<file path="src/rtl/palette_load_seq.sv">
// Palette load sequencer: turns palette commands plus a data stream into
// single-half writes, wrapping burst loads and a full-palette clear.
module palette_load_seq #(
  parameter int DATA_W = 16,
  parameter int SLOT_W = 5
) (
  input  logic              clk,
  input  logic              rst,
  input  logic [15:0]       cmd,
  input  logic              cmd_valid,
  output logic              cmd_ready,
  input  logic [DATA_W-1:0] data,
  input  logic              data_valid,
  output logic              data_ready,
  output logic              pal_we,
  output logic [SLOT_W-1:0] pal_slot,
  output logic              pal_rgb,
  output logic [DATA_W-1:0] pal_wdata,
  output logic              busy,
  output logic              done
);

  localparam int CNT_W = SLOT_W + 1;
  localparam logic [4:0] OP_WRITE = 5'b10011;
  localparam logic [4:0] OP_BURST = 5'b10100;
  localparam logic [4:0] OP_CLEAR = 5'b11111;

  typedef enum logic [1:0] {
    ST_IDLE   = 2'd0,
    ST_SINGLE = 2'd1,
    ST_BURST  = 2'd2,
    ST_CLEAR  = 2'd3
  } state_t;

  state_t            state_q, state_d;
  logic [SLOT_W-1:0] slot_q, slot_d;
  logic              rgb_q, rgb_d;
  logic [CNT_W-1:0]  colours_q, colours_d;
  logic              pal_we_q, pal_we_d;
  logic [SLOT_W-1:0] pal_slot_q, pal_slot_d;
  logic              pal_rgb_q, pal_rgb_d;
  logic [DATA_W-1:0] pal_wdata_q, pal_wdata_d;
  logic              done_q, done_d;
  logic              data_fire;

  assign cmd_ready  = (state_q == ST_IDLE);
  assign data_ready = (state_q == ST_SINGLE) || (state_q == ST_BURST);
  assign busy       = (state_q != ST_IDLE);
  assign data_fire  = data_valid && data_ready;

  assign pal_we    = pal_we_q;
  assign pal_slot  = pal_slot_q;
  assign pal_rgb   = pal_rgb_q;
  assign pal_wdata = pal_wdata_q;
  assign done      = done_q;

  // Next-state and write-port computation for every operation
  always_comb begin
    state_d     = state_q;
    slot_d      = slot_q;
    rgb_d       = rgb_q;
    colours_d   = colours_q;
    pal_we_d    = 1'b0;
    pal_slot_d  = pal_slot_q;
    pal_rgb_d   = pal_rgb_q;
    pal_wdata_d = pal_wdata_q;
    done_d      = 1'b0;
    case (state_q)
      ST_IDLE: begin
        if (cmd_valid) begin
          case (cmd[15:11])
            OP_WRITE: begin
              state_d = ST_SINGLE;
              slot_d  = cmd[6 +: SLOT_W];
              rgb_d   = cmd[5];
            end
            OP_BURST: begin
              state_d   = ST_BURST;
              slot_d    = cmd[6 +: SLOT_W];
              rgb_d     = 1'b0;
              colours_d = CNT_W'(cmd[4:0]) + CNT_W'(1);
            end
            OP_CLEAR: begin
              state_d = ST_CLEAR;
              slot_d  = {SLOT_W{1'b0}};
              rgb_d   = 1'b0;
            end
            default: state_d = ST_IDLE;
          endcase
        end else begin
          state_d = ST_IDLE;
        end
      end
      ST_SINGLE: begin
        if (data_fire) begin
          pal_we_d    = 1'b1;
          pal_slot_d  = slot_q;
          pal_rgb_d   = rgb_q;
          pal_wdata_d = data;
          done_d      = 1'b1;
          state_d     = ST_IDLE;
        end else begin
          state_d = ST_SINGLE;
        end
      end
      ST_BURST: begin
        if (data_fire) begin
          pal_we_d    = 1'b1;
          pal_slot_d  = slot_q;
          pal_rgb_d   = rgb_q;
          pal_wdata_d = data;
          rgb_d       = ~rgb_q;
          // A colour is complete once its BX half has been written
          if (rgb_q) begin
            slot_d    = slot_q + SLOT_W'(1);
            colours_d = colours_q - CNT_W'(1);
            if (colours_q == CNT_W'(1)) begin
              done_d  = 1'b1;
              state_d = ST_IDLE;
            end else begin
              state_d = ST_BURST;
            end
          end else begin
            state_d = ST_BURST;
          end
        end else begin
          state_d = ST_BURST;
        end
      end
      ST_CLEAR: begin
        pal_we_d    = 1'b1;
        pal_slot_d  = slot_q;
        pal_rgb_d   = rgb_q;
        pal_wdata_d = {DATA_W{1'b0}};
        rgb_d       = ~rgb_q;
        if (rgb_q) begin
          slot_d = slot_q + SLOT_W'(1);
          if (slot_q == {SLOT_W{1'b1}}) begin
            done_d  = 1'b1;
            state_d = ST_IDLE;
          end else begin
            state_d = ST_CLEAR;
          end
        end else begin
          state_d = ST_CLEAR;
        end
      end
      default: state_d = ST_IDLE;
    endcase
  end

  // State, counters and registered palette port
  always_ff @(posedge clk or posedge rst) begin
    if (rst) begin
      state_q     <= ST_IDLE;
      slot_q      <= {SLOT_W{1'b0}};
      rgb_q       <= 1'b0;
      colours_q   <= {CNT_W{1'b0}};
      pal_we_q    <= 1'b0;
      pal_slot_q  <= {SLOT_W{1'b0}};
      pal_rgb_q   <= 1'b0;
      pal_wdata_q <= {DATA_W{1'b0}};
      done_q      <= 1'b0;
    end else begin
      state_q     <= state_d;
      slot_q      <= slot_d;
      rgb_q       <= rgb_d;
      colours_q   <= colours_d;
      pal_we_q    <= pal_we_d;
      pal_slot_q  <= pal_slot_d;
      pal_rgb_q   <= pal_rgb_d;
      pal_wdata_q <= pal_wdata_d;
      done_q      <= done_d;
    end
  end

endmodule

</file>
<file path="config.mk">
export PLATFORM = sky130hd
export DESIGN_NAME = palette_load_seq
export DESIGN_NICKNAME = d
export VERILOG_FILES = /design/src/rtl/palette_load_seq.sv
export SDC_FILE = /design/constraint.sdc
export NUM_CORES = 1
export LEC_CHECK = 0
export BUFFER_PORTS_ARGS = -buffer_cell sky130_fd_sc_hd__buf_2
export CORE_ASPECT_RATIO = 0.8
export CORE_UTILIZATION = 46
export CTS_CLUSTER_SIZE = 24
export DETAILED_ROUTE_END_ITERATION = 10
export MAX_ROUTING_LAYER = met4
export PLACE_DENSITY = 0.78
export RECOVER_POWER = 25
export SYNTH_ARGS = -nofsm -noshare
export SYNTH_HDL_FRONTEND = slang
export SYNTH_SLANG_ARGS = --single-unit
</file>
<file path="constraint.sdc">
create_clock -name clk -period 1.89 [get_ports clk]
set_input_delay 0.0945 -clock clk [delete_from_list [all_inputs] [get_ports clk]]
set_output_delay 0.0945 -clock clk [all_outputs]
set_load 0.03 [all_outputs]
</file>
==> results of run 1 <==
==> report_power, final <==
group | switching, uW | internal, uW | leakage, uW
sequential | 185 | 1050 | 0.000478
combinational | 626 | 384 | 0.000716
clock | 295 | 529 | 0.0000683
==> timing repair <==
action	CTS	global route
gates resized for setup	2	4
hold endpoints to repair	38	0
hold buffers	1	0
pin swaps	0	2
buffers inserted	0	4
setup endpoints to repair	18	7
==> per-stage QoR <==
step / hold slack (ns) / setup slack [ns] / util / cell area (um2)
2_1_floorplan: 0.227 / 0.0132 / - / 2040
5_1_grt: 0.00499 / -0.0342 / 0.632 / 2660
3_5_place_dp: 0.232 / -0.146 / 0.585 / 2460
3_3_place_gp: 0.228 / 0.0272 / 0.585 / 2460
4_1_cts: 0.00506 / 0.0493 / 0.622 / 2610
6_report: 0.0128 / 0.0179 / 0.632 / 2660
==> layer usage <==
layer	share of wire	GRT usage
met1	0.47	0.283
met2	0.44	0.340
met3	0.069	0.0696
met4	0.014	0.0989
met5	0	-
==> registers in the layout, indices dropped and copies added (netlist names) <==
signal	flops
pal_slot	5
slot_q	5
pal_wdata	16
state_q	2
rgb_q	1
pal_rgb	1
colours_q	6
pal_we	1
done	1
==> final cells by class <==
cell class                 count  area [um2]  share of cell area
inverter                       9        33.8              0.0127
tap                           57        71.3              0.0268
clock inverter                 3        68.8              0.0259
clock buffer                   5        68.8              0.0259
sequential                    38         951               0.358
multi-input combinational    141        1040               0.392
timing repair buffer          75         420               0.158
==> logic make-up (layout without fill, tap and decap cells) <==
| group | Yosys count | count (layout) | synth area share |
|---|---|---|---|
| AO/OA/AOI/OAI | 67 | 67 | 0.239 |
| AND/OR/NAND/NOR | 53 | 53 | 0.139 |
| flip-flops | 38 | 38 | 0.470 |
| buffers and inverters | 18 | 92 | 0.0334 |
| adder cells (fa/ha/maj) | 10 | 10 | 0.0618 |
| multiplexers | 8 | 8 | 0.0439 |
| XOR/XNOR | 3 | 3 | 0.0130 |
==> layout by cell type, fill, tap and decap left out, types with 2 or more instances in the layout <==
| master | count |
|---|---|
| a21oi_1 | 8 |
| a22o_1 | 17 |
| a31oi_1 | 8 |
| a41oi_1 | 3 |
| and3_1 | 3 |
| buf_2 | 62 |
| buf_4 | 10 |
| bufinv_16 | 2 |
| clkbuf_8 | 5 |
| dfrtp_1 | 38 |
| ha_1 | 8 |
| ha_4 | 2 |
| inv_1 | 8 |
| mux2_2 | 7 |
| nand2_1 | 16 |
| nand3_1 | 12 |
| nand4_1 | 3 |
| nor2_1 | 3 |
| nor2b_1 | 2 |
| nor3_1 | 3 |
| o2111ai_1 | 2 |
| o211ai_1 | 3 |
| o21ai_0 | 12 |
| o22ai_1 | 2 |
| or3_1 | 2 |
| xor2_1 | 2 |
==> worst paths after layout <==
kind,endpoint,cells past startpoint,slack [ns],from
max reg2reg,slot_q[4]$_DFFE_PP0P_,5,0.02,state_q[1]$_DFF_PP0_
min,pal_wdata[0]$_DFFE_PP0P_,2,0.01,data[0]
min reg2reg,pal_slot[0]$_DFFE_PP0P_,2,0.49,pal_slot[0]$_DFFE_PP0P_
min in group asynchronous,pal_wdata[8]$_DFFE_PP0P_,4,0.62,rst
max,slot_q[4]$_DFFE_PP0P_,5,0.02,state_q[1]$_DFF_PP0_
max in group asynchronous,pal_wdata[10]$_DFFE_PP0P_,4,0.70,rst
==> critical path: cells and delay by family (launching register included) <==
kind | cells | cell delay (ns)
mux | 1 | 0.36
compound gates | 1 | 0.41
fa+ha+maj | 1 | 0.17
simple gates | 1 | 0.26
buf+inv | 1 | 0.15
flops | 1 | 0.41
==> flow_summary_export.csv, run 1 <==
group,metric,value,unit
synthesis,synthFlopType,"dfrtp_1",
detailed_routing,drt-vias-per-instance,5.70,
synthesis,yosysMostFrequentCell,"dfrtp_1",
setup_path,crit_chain,"buf_4, ha_4, a221o_1, nor3_4, mux2_2",
cts,root_buffer,"clkbuf_8",
power_and_ir_drop,powerDensity,1150,nW/um2
synthesis,yosys_warnings,0,
layout,antennaDiodeCount,0,
cts,cts_buffers,5,
sta,fin_worst_skew,0.00944,ns
synthesis,synth.distinct_cells,42,
sta,post-route-period-util,0.991,
placed_design,dp_cells,315,
detailed_routing,routed_wl,4990,um
sta,relSlewSlack,0.389,
synthesis,seq_area_frac_synth,0.470,
sta,worst_pin_slew,0.917,ns
cts,clock-sinks,38,
detailed_routing,drt-initial-drc-count,113,
grt,grt_pass1_vias,1585,
sta,tns,0,ns
placed_design,place_congestion,0.833,
setup_path,worstPathRequired,2.07,ns
layout,syn2layout_area_growth,31.2,%
grt,grt_pass1_wl,7700,um
die,ioPinCount,63,
power_and_ir_drop,irDropWorstVdd,0.480,mV
synthesis,synth_common_cells,"dfrtp_1 (38), a22o_1 (17), nand2_1 (16)",
grt,grt_max_degree,39,
layout,final_cells,328,
layout,drive_gt1_frac,0.369,
power_and_ir_drop,leakage,0.00126,uW
synthesis,netlist_area,2020,um2
detailed_routing,ant_nets,0,
synthesis,syn_inst,197,
die,rows,21,
setup_path,endpoint_kind,"flip-flop",
sta,fin_crit,1.87,ns
status,status,"complete, no violations",
setup_path,slowest_delay,0.41,ns
detailed_routing,drtPass1Iterations,4,
cts,cts_buffer_depth,2,
synthesis,synthArstFlopShare,1.00,
die,die-area,4670,um2
synthesis,ys_seq_elements,38,
die,start_util,0.482,
detailed_routing,remaining_drc_errors,0,
placed_design,hpwl,3430,um
cts,clk_pin_slew,0.08,ns
power_and_ir_drop,p_total,3070,uW
layout,fillers,352,
setup_path,crit_slowest_cell,"dfrtp_1",
grt,overflow,0,
flow_run,cap_violations,0,
cts,worstSkewPairLatency,0.29,ns
setup_path,critical_path_arrival,2.05,ns
setup_path,path_class,"reg2reg",
grt,antenna_found_initial,0,
cts,cts_tree,"done",
detailed_routing,via_count,1870,
cts,htreeDepth,2,
worst_hold_path,hold_class,"in2reg",
synthesis,synth_fp_nets,243,
die,core_area,4200,um2
sta,max_freq,0.534,GHz
synthesis,syn_area_per_cell,10.3,um2
sta,slew_violations,0,
synthesis,synth_area_leaders,"dfrtp_1 (47%), a22o_1 (7.4%), ha_1 (6.2%)",
die,dieHeight,61.3,um
sta,setup_viol,0,
synthesis,synth_edf_count,0,
grt,grt_usage,0.225,
detailed_routing,wl_per_cell,15.2,um
synthesis,synth_top_area_frac,0.470,
placed_design,io_buffers,62,
layout,nNetsFinal,316,
die,die_w,76.2,um
setup_path,cp-start-kind,"flip-flop",
sta,final_hold_viol_count,0,
synthesis,synth_area_leader_cell,"dfrtp_1",
setup_path,worstPathMaxFanout,7,
Note: power is estimated with default switching activity, not from simulation.
==> run 2, diff against run 1 <==
Settings changed: PLACE_DENSITY 0.78 to 0.84, REMOVE_ABC_BUFFERS from default to 1.
==> run 2 against run 1 <==
  * Global-route usage is 2.2 points lower
  * Largest cell class unchanged
  * Sequential cell count stayed put
  * Sequential share of layout area decreased by 0.12 points
  * Final area grew 0.33%
  * Routed wire length down 5.2%
  * Non-clock buffer count increased by 2
  * Clock power fell by 38%
  * Fmax is 1.3% higher
  * Critical path depth rose by 1
  * First-iteration DRC count decreased by 35%
  * Utilization increased by 0.21 points
  * Combinational power about the same
==> flow_summary_export.csv, run 2 (same netlist as run 1, synthesis figures left out) <==
group,metric,value,unit
status,status,"complete, no violations",
power_and_ir_drop,internal_power,1690,uW
cts,cts_buffers,5,
sta,setup_ws,0.0424,ns
die,die_w,76.2,um
setup_path,cp-start-kind,"flip-flop",
sta,slew_violations,0,
die,ioPinCount,63,
sta,setup_viol,0,
power_and_ir_drop,switching_share,0.387,
cts,cts_tree,"done",
layout,syn2layout_area_growth,31.6,%
worst_hold_path,hold_class,"in2reg",
setup_path,crit_slowest_cell,"dfrtp_1",
detailed_routing,ant_nets,0,
detailed_routing,drtPass1Iterations,4,
power_and_ir_drop,irDropWorstVdd,0.580,mV
layout,nNetsFinal,318,
sta,final_hold_viol_count,0,
setup_path,worstPathRequired,2.05,ns
power_and_ir_drop,powerDensity,1030,nW/um2
layout,antennaDiodeCount,0,
cts,cts_buffer_depth,2,
detailed_routing,drt-vias-per-instance,5.60,
placed_design,hpwl,3430,um
sta,max_freq,0.541,GHz
sta,relSlewSlack,0.399,
setup_path,worstPathMaxFanout,12,
die,rows,21,
grt,overflow,0,
die,die-area,4670,um2
power_and_ir_drop,leakage,0.00127,uW
setup_path,critical_path_arrival,2.01,ns
cts,root_buffer,"clkbuf_8",
detailed_routing,remaining_drc_errors,0,
setup_path,endpoint_kind,"flip-flop",
power_and_ir_drop,power_switching,1060,uW
sta,post-route-period-util,0.978,
grt,grt_max_degree,39,
die,core_area,4200,um2
placed_design,place_congestion,0.896,
setup_path,crit_family,"multiplexers",
cts,clock-sinks,38,
layout,final_cell_mix,"buf_2 (62), dfrtp_1 (38), a22o_1 (17)",
grt,grt_pass1_vias,1656,
sta,worst_pin_slew,0.901,ns
detailed_routing,wl_per_cell,14.4,um
layout,final_util,0.634,
flow_run,cap_violations,0,
die,start_util,0.482,
cts,worstSkewPairLatency,0.28,ns
layout,final_common_cell,"buf_2",
sta,fin_crit,1.85,ns
detailed_routing,drt-initial-drc-count,74,
placed_design,io_buffers,62,
grt,grt_pass1_wl,7180,um
grt,antenna_found_initial,0,
layout,drive_gt1_frac,0.371,
grt,grt_usage,0.203,
setup_path,crit_chain,"inv_2, ha_4, buf_4, mux2i_4, buf_12, mux2_2",
cts,clk_pin_slew,0.07,ns
setup_path,path_class,"reg2reg",
setup_path,slowest_delay,0.43,ns
placed_design,pre_cts_ws,-0.134,ns
setup_path,critPathBufInv,3,
detailed_routing,via_count,1843,
cts,htreeDepth,2,
sta,fin_worst_skew,0.00570,ns
power_and_ir_drop,seq_power_share,0.449,
die,dieHeight,61.3,um
power_and_ir_drop,combPwrFrac,0.364,
detailed_routing,routed_wl,4730,um
power_and_ir_drop,power.share.clock,0.187,
layout,largest_reg_flops,16,
==> run 2: metal layers <==
layer	global-route usage	vias to the layer above	part of all wire
li1	-	906	-
met1	0.238	890	0.46
met2	0.364	47	0.51
met3	0.0459	0	0.034
met4	0.0522	0	0
met5	-	-	0
==> run 2: power groups by stage <==
stage / combinational [uW] / sequential (uW) / clock [uW]
floorplan: 352 / 1530 / 0
global placement: 952 / 1230 / 0
detailed placement: 978 / 1240 / 0
CTS: 978 / 1230 / 518
global route: 1080 / 1270 / 563
finish: 1000 / 1230 / 513
==> run 2: timing repair <==
item                                   in CTS  in global routing
pin swaps                                   1                  3
buffers inserted                            1                  2
endpoints found under the hold margin      38                  0
hold buffers                                1                  0
resized for setup                           1                 12
setup endpoints to repair                  18                 11
gates cloned                                0                  1
==> run 2: worst register-to-register path, delay by kind of cell, from the launching register on <==
family     cells  cell delay, ns
mux            2            0.62
flops          1            0.43
buf+inv        3            0.38
fa+ha+maj      1            0.30
==> run 2: cell type report <==
cell class,count,area [um2]
Clock inverter,2,10.0
Clock buffer,5,68.8
Tap cell,57,71.3
Multi-Input combinational cell,141,1070
Fill cell,354,1540
Timing Repair Buffer,77,457
Inverter,9,33.8
Sequential cell,38,951
==> run 2: per-stage QoR <==
| stage | power, uW | std cells | TNS [ns] | hold WS, ns | instance area (um2) |
|---|---|---|---|---|---|
| 2_1_floorplan | 1880 | 188 | -12.30 | 0.227 | 1990 |
| 3_3_place_gp | 2180 | 318 | -0.285 | 0.224 | 2470 |
| 3_5_place_dp | 2220 | 318 | -1.95 | 0.224 | 2470 |
| 4_1_cts | 2730 | 327 | 0 | 0.0172 | 2570 |
| 5_1_grt | 2910 | 329 | -0.00434 | 0.0125 | 2670 |
| 6_report | 2750 | 329 | 0 | 0.0264 | 2670 |
==> run 2: final timing paths <==
check / slack (ns) / end / cells past startpoint / from
min in group asynchronous: 0.62 / pal_wdata[12]$_DFFE_PP0P_ / 4 / rst
worst min-delay path: 0.03 / pal_wdata[6]$_DFFE_PP0P_ / 2 / data[6]
worst min register to register: 0.49 / pal_slot[0]$_DFFE_PP0P_ / 2 / pal_slot[0]$_DFFE_PP0P_
worst max register to register: 0.04 / pal_slot[3]$_DFFE_PP0P_ / 6 / state_q[1]$_DFF_PP0_
worst max-delay path: 0.04 / pal_slot[3]$_DFFE_PP0P_ / 6 / state_q[1]$_DFF_PP0_
max in group asynchronous: 0.71 / pal_slot[3]$_DFFE_PP0P_ / 4 / rst
